$ cat config.mk
export PLATFORM = sky130hd
export DESIGN_NAME = decode_arbiter
export DESIGN_NICKNAME = d
export VERILOG_FILES = /design/src/rtl/decode_arbiter.sv
export SDC_FILE = /design/constraint.sdc
export NUM_CORES = 1
export LEC_CHECK = 0
export CORE_ASPECT_RATIO = 1.4
export CORE_UTILIZATION = 44
export DETAILED_ROUTE_END_ITERATION = 12
export PLACE_DENSITY = 0.81
export SETUP_SLACK_MARGIN = 0.2
export SLEW_MARGIN = 20
export SYNTH_ARGS = -nofsm -noshare
export SYNTH_HDL_FRONTEND = slang
export SYNTH_SLANG_ARGS = --single-unit
$ cat constraint.sdc
create_clock -name clk -period 2.15 [get_ports clk]
set_input_delay 0.5375 -clock clk [delete_from_list [all_inputs] [get_ports clk]]
set_output_delay 0.5375 -clock clk [all_outputs]
set_load 0.01 [all_outputs]
$ cat src/rtl/decode_arbiter.sv
// Two-channel arbiter feeding a nibble decoder (each nibble stored as value+1 mod 16).
// Define DECODE_ARBITER_ERRCNT_EN to count accepted 0x0 nibbles in a saturating err_cnt.
module decode_arbiter #(
  parameter int FAIR = 1,
  parameter int ERRW = 8
) (
  input  logic            clk,
  input  logic            reset,
  input  logic            req0_valid,
  input  logic [7:0]      req0_data,
  output logic            req0_ready,
  input  logic            req1_valid,
  input  logic [7:0]      req1_data,
  output logic            req1_ready,
  output logic            out_valid,
  output logic [7:0]      out_data,
  output logic            out_chan,
  input  logic            out_ready,
  output logic            busy,
  output logic [ERRW-1:0] err_cnt
);

  typedef enum logic [1:0] {IDLE, DECODE, OUTPUT} state_t;

  state_t     state, next_state;
  logic [7:0] cap_data;
  logic       cap_chan;
  logic       last_chan;
  logic       grant_chan;
  logic       accept;
  logic [7:0] grant_data;

  // Grant: alternate on contention when FAIR, otherwise channel 0 always first.
  always_comb begin
    grant_chan = 1'b0;
    if ((FAIR != 0) && req0_valid && req1_valid) grant_chan = ~last_chan;
    else if (!req0_valid)                          grant_chan = 1'b1;
    accept     = (state == IDLE) && !reset && (req0_valid || req1_valid);
    req0_ready = accept && !grant_chan;
    req1_ready = accept && grant_chan;
    grant_data = grant_chan ? req1_data : req0_data;
  end

  always_comb begin
    next_state = state;
    case (state)
      IDLE:    if (accept) next_state = DECODE;
      DECODE:  next_state = OUTPUT;
      OUTPUT:  if (out_ready) next_state = IDLE;
      default: next_state = IDLE;
    endcase
  end

  assign out_valid = (state == OUTPUT);
  assign busy      = (state != IDLE);

  always_ff @(posedge clk or posedge reset) begin
    if (reset) begin
      state     <= IDLE;
      cap_data  <= 8'h00;
      cap_chan  <= 1'b0;
      last_chan <= 1'b1;
      out_data  <= 8'h00;
      out_chan  <= 1'b0;
    end else begin
      state <= next_state;
      if (accept) begin
        cap_data <= grant_data;
        cap_chan <= grant_chan;
      end
      // Nibbles decode independently so a zero low nibble never borrows from the high one.
      if (state == DECODE) begin
        out_data <= {cap_data[7:4] - 4'd1, cap_data[3:0] - 4'd1};
        out_chan <= cap_chan;
      end
      if ((state == OUTPUT) && out_ready) last_chan <= out_chan;
    end
  end

`ifdef DECODE_ARBITER_ERRCNT_EN
  logic [1:0]      zero_cnt;
  logic [ERRW:0]   err_sum;
  logic [ERRW-1:0] err_reg;

  always_comb begin
    zero_cnt = {1'b0, grant_data[3:0] == 4'h0} + {1'b0, grant_data[7:4] == 4'h0};
    err_sum  = {1'b0, err_reg} + (ERRW+1)'(zero_cnt);
  end

  always_ff @(posedge clk or posedge reset) begin
    if (reset)       err_reg <= '0;
    else if (accept) err_reg <= err_sum[ERRW] ? '1 : err_sum[ERRW-1:0];
  end

  assign err_cnt = err_reg;
`else
  assign err_cnt = '0;
`endif

endmodule

==> flow_metrics.tcl, run 1 <==
set metrics [dict create \
    synth_seq_cells 21 \
    hp-class "input port to async pin" \
    ys_types 21 \
    reg2reg_depth 4 \
    grt_pass1_wl_um 3510 \
    cp.arrival_ns 1.39 \
    wl_per_cell_um 12.4 \
    fin_skew_ns 0.00314 \
    timing.fmax_mhz 518 \
    syn_avg_cell_area_um2 9.54 \
    total_power_mw 1.57 \
    yosys_most_used_dff "dfrtp_1" \
    grt_pass1_vias 811 \
    via_count 852 \
    synthArstFlopShare_pct 100 \
    rr_startpoint "state[1]" \
    postRouteAntennaNets 0 \
    start_util_pct 47.2 \
    place_area_um2 1350 \
    numCtsBuffers 3 \
    fin_ws_ns 0.220 \
    rsz0062_at_grt "true" \
    post-route-util_pct 64.5 \
    period_share_pct 89.8 \
    place_inst 162 \
    hold_buffers 0 \
    reg2reg_to "cap_data[1]" \
    cts_tree "yes" \
    core_um2 2200 \
    syn_area_um2 1040 \
    viasPerCell 5.01 \
    setup_viol 0 \
    die_height_um 59.5 \
    clk_path_buf_depth 2 \
    maxSlewViolCount 0 \
    num-fill-cells 210 \
    stdcell_count 170 \
    dp_hpwl_um 1580 \
    htree_num_levels 1 \
    end_kind "output port" \
    drt_first_iter_violations 37 \
    die-area_um2 2560 \
    drt_wl_total_um 2100 \
    crit_fanout 3 \
    synth_warnings 0 \
    max_slew_margin_pct 49.4 \
    synth_edf_count 0 \
    tns_ns 0 \
    track_usage_pct 18.6 \
    clock_latency_ns 0.30 \
    startpoint_type "flip-flop" \
    hold_viol 0 \
    seq_area_frac_synth_pct 50.7 \
    critical_path_class "flip-flop to output port" \
    overflow 0 \
    die_x_um 43.1 \
    maxCapViolCount 0 \
    p_leak_nw 0.749 \
    pin_count 42 \
    grt_max_degree 20 \
    antenna_found_initial 0 \
    clk_pin_slew_ns 0.11 \
    std_cell_rows 20 \
    fin_area_um2 1420 \
    required_ns 1.61 \
    syn_inst 109 \
    place_ws_ns -0.392 \
    setup.reg_to_reg.worst_slack_ns 0.68 \
    p_per_area_nw_per_um2 1110 \
    num-nets-final 172 \
    tightestPinTransition_ns 0.754 \
    cts.sinks 21 \
    drc 0 \
    area_delta_synth_final_pct 36.6 \
    clock-root-buffer "clkbuf_4" \
    ir_drop_v 0.000559 \
    port_buffers 33 \
    hold-worst-slack_ns 0.351 \
    n_antenna_cell 0 \
    period_needed_ns 1.93 \
    gp_congestion 0.820 \
    status "completed" \
    drive_gt1_share_pct 11.5 \
    drt-pass1-iter-count 4 \
]
[final cells by class]
class | instances | area, um^2 | share of cell area, %
clock buffer | 4 | 26.3 | 1.85
timing repair buffer | 40 | 377 | 26.5
multi-input combinational | 55 | 357 | 25.1
sequential | 21 | 528 | 37.2
inverter | 28 | 105 | 7.40
tap | 22 | 27.5 | 1.94
[critical path, stage by stage (launching register included)]
cell and delay (ns):
dfrtp_2 0.45, nor3_4 0.23, buf_6 0.13, and3_4 0.19
buf_6 0.10
[timing repair]
| action | CTS | global route |
|---|---|---|
| setup endpoints to repair | 4 | 2 |
| setup buffers | 1 | 3 |
| gates resized for setup | 14 | 6 |
| pin swaps | 3 | 2 |
[kinds of logic after synthesis]
kind of cell             after synthesis  share of synthesized area, %
buffers and inverters                 40                          19.0
flip-flops                            21                          50.7
AO/OA/AOI/OAI                         20                          13.5
AND/OR/NAND/NOR                       20                          9.63
XOR/XNOR                               4                          3.37
adder cells (fa/ha/maj)                2                          2.41
other                                  1                         0.361
multiplexers                           1                          1.08
[cell usage after synthesis (all sizes together), types with 2 or more instances]
cell / instances / area share, %
a222oi: 8 / 7.7
and3: 2 / 1.3
buf: 12 / 8.9
dfrtp: 20 / 48
ha: 2 / 2.4
inv: 28 / 10
nand2: 11 / 4.0
nand2b: 3 / 1.8
nor3: 3 / 1.9
o21ai: 11 / 5.3
xnor2: 4 / 3.4
[worst max-delay path by stage]
stage                     cells past startpoint    endpoint  startpoint  slack (ns)
after floorplan                               3  req0_ready       reset        0.64
after global placement                        4  req0_ready       reset       -0.34
after detailed placement                      4  req0_ready       reset       -0.39
final                                         4  req1_ready    state[1]        0.22
after global routing                          4  req1_ready    state[1]        0.15
after CTS                                     4  req0_ready       reset        0.14
[power by group]
| part | internal (mW) | leakage [nW] | switching [mW] |
|---|---|---|---|
| logic | 0.381 | 0.491 | 0.311 |
| clock network | 0.0723 | 0.0150 | 0.111 |
| registers | 0.581 | 0.244 | 0.114 |
[cell usage in the layout (no fill, tap or decap)]
cell / count
a21oi_1: 1
clkdlybuf4s50_1: 26
or2_1: 1
dlygate4sd2_1: 5
clkbuf_4: 3
dfrtp_2: 1
dfstp_2: 1
buf_2: 1
buf_4: 6
buf_6: 2
ha_1: 2
clkbuf_1: 1
o21ai_1: 10
a222oi_1: 8
dfrtp_1: 19
o21ai_0: 1
and3_4: 2
conb_1: 8
xnor2_1: 4
inv_1: 28
nor3_4: 1
nand2b_1: 3
nand2_1: 11
mux2_1: 1
nor3_1: 2
[sequential cells by signal (all words and copies together) (netlist names)]
register	cells
cap_data	8
out_data	8
state	2
cap_chan	1
last_chan	1
out_chan	1
[metal layers]
metal  GRT usage [%]  routed length (um)  vias up
li1                -                   -      412
met2            32.8                1190       26
met1            22.2                 797      409
met3            3.66                  89        5
met5               0                   0        -
met4            6.49                  27        0
(Power assumes the default switching activity.)
==> run 2, diff against run 1 <==
- CORE_MARGIN: not set -> 3
- PLACE_DENSITY: 0.81 -> 0.91
==> run 2 against run 1 <==
Net effect: critical path depth is the same; setup slack improved by 0.020 ns; critical path type unchanged; non-clock buffer count decreased by 3; fmax is 1.1% higher; register-to-register slack improved by 0.03 ns; first-iteration DRC count is 19% lower.
==> flow_metrics.tcl, run 2 (synthesis results as in run 1) <==
set metrics [dict create \
    grt_max_degree 22 \
    stdcell_count 167 \
    end_kind "output port" \
    maxSlewViolCount 0 \
    period_share_pct 88.8 \
    period_needed_ns 1.91 \
    clk_pin_slew_ns 0.12 \
    place_inst 162 \
    numCtsBuffers 3 \
    antenna_found_initial 0 \
    rsz0062_at_grt "true" \
    reg2reg_to "cap_data[5]" \
    fin_skew_ns 0.00432 \
    grt_pass1_vias 779 \
    p_leak_nw 0.750 \
    final_common_cell "inv_1" \
    std_cell_rows 20 \
    regArea_um2 528 \
    largest_registers "cap_data: 8 flops, out_data: 8 flops, state: 2 flops" \
    max_slew_margin_pct 55.1 \
    cp.buffers_inverters 2 \
    die_height_um 63.5 \
    multiInputGateArea_um2 357 \
    clk_path_buf_depth 2 \
    hold_viol 0 \
    crit_fanout 3 \
    port_buffers 33 \
    clock_latency_ns 0.31 \
    viasPerCell 4.95 \
    area_delta_synth_final_pct 35.9 \
    maxCapViolCount 0 \
    place_ws_ns -0.316 \
    num-fill-cells 181 \
    htree_num_levels 1 \
    gp_congestion 0.774 \
    tightestPinTransition_ns 0.669 \
    track_usage_pct 15.5 \
    drc 0 \
    cp_slowest_cell "dfrtp_1" \
    reg2reg_depth 4 \
    mostFrequentLayoutCells "28 x inv_1, 26 x clkdlybuf4s50_1, 19 x dfrtp_1" \
    drive_gt1_share_pct 9.66 \
    wl_per_cell_um 12.5 \
    crit_top_cell "buf_6" \
    fin_ws_ns 0.240 \
    grt_pass1_wl_um 3330 \
    setup.reg_to_reg.worst_slack_ns 0.71 \
    postRouteAntennaNets 0 \
    cp.arrival_ns 1.37 \
    cts_tree "yes" \
    ir_drop_v 0.000564 \
    setup_viol 0 \
    dp_hpwl_um 1590 \
    timing.fmax_mhz 523 \
    p_per_area_nw_per_um2 1100 \
    die_x_um 47.1 \
    required_ns 1.61 \
    rr_startpoint "state[0]" \
    startpoint_type "flip-flop" \
    hp-class "input port to async pin" \
    drt-pass1-iter-count 4 \
    via_count 826 \
    start_util_pct 47.2 \
    die-area_um2 2990 \
    drt_wl_total_um 2090 \
    critical_path_class "flip-flop to output port" \
    clock-root-buffer "clkbuf_4" \
    cpLargestDelayFamily "flip-flops" \
    status "completed" \
    max_stage_delay_ns 0.42 \
    core_um2 2200 \
    overflow 0 \
    pin_count 42 \
    hold_buffers 0 \
    n_antenna_cell 0 \
    num-nets-final 169 \
    drt_first_iter_violations 30 \
    cts.sinks 21 \
    path_cells "buf_6 > nor3_4 > and3_4 > buf_6" \
]
## run 2: area by class of cell
type / count / area share (%)
multi-input combinational: 55 / 25.2
timing repair buffer: 37 / 26.1
inverter: 28 / 7.44
clock buffer: 4 / 1.86
tap: 22 / 1.95
sequential: 21 / 37.4
## run 2: worst max-delay path by stage
stage               start          to  slack, ns  cells after the start
5_1_grt          state[0]  req0_ready       0.16                      4
3_5_place_dp        reset  req1_ready      -0.32                      4
3_3_place_gp        reset  req1_ready      -0.30                      4
6_report         state[0]  req1_ready       0.24                      4
4_1_cts        req0_valid  req1_ready       0.20                      4
2_1_floorplan       reset  req0_ready       0.64                      3
## run 2: tightest hold or removal path, delay by kind of cell
family | cells | cell delay (ns)
buffers and inverters | 3 | 0.58
## run 2: power by group
part | internal [mW] | switching, mW | total (mW)
Sequential | 0.581 | 0.117 | 0.698
Combinational | 0.368 | 0.296 | 0.664
Clock | 0.0725 | 0.120 | 0.193
## run 2: timing repair
action,in CTS,in global routing
gates resized for setup,15,6
pin swaps,3,1
setup buffers,1,0
setup endpoints to repair,4,2
## run 2: through the flow
| stage | utilization [%] | instance area, um^2 | total power [mW] | hold WS (ns) | TNS, ns |
|---|---|---|---|---|---|
| floorplan | - | 1070 | 1.07 | 0.449 | 0 |
| global placement | 61.5 | 1350 | 1.33 | 0.460 | -0.589 |
| detailed placement | 61.5 | 1350 | 1.36 | 0.482 | -0.620 |
| CTS | 63.4 | 1400 | 1.56 | 0.399 | 0 |
| global route | 64.1 | 1410 | 1.68 | 0.446 | 0 |
| finish | 64.1 | 1410 | 1.55 | 0.415 | 0 |
## run 2: metal layers
| layer | up-vias | share of wire (%) | routed length (um) | GRT usage (%) |
|---|---|---|---|---|
| met5 | - | 0 | 0 | 0 |
| met4 | 0 | 1.4 | 29 | 7.27 |
| met3 | 3 | 6.6 | 137 | 3.71 |
| met2 | 32 | 51 | 1060 | 23.6 |
| met1 | 383 | 41 | 860 | 19.8 |
| li1 | 408 | - | - | - |
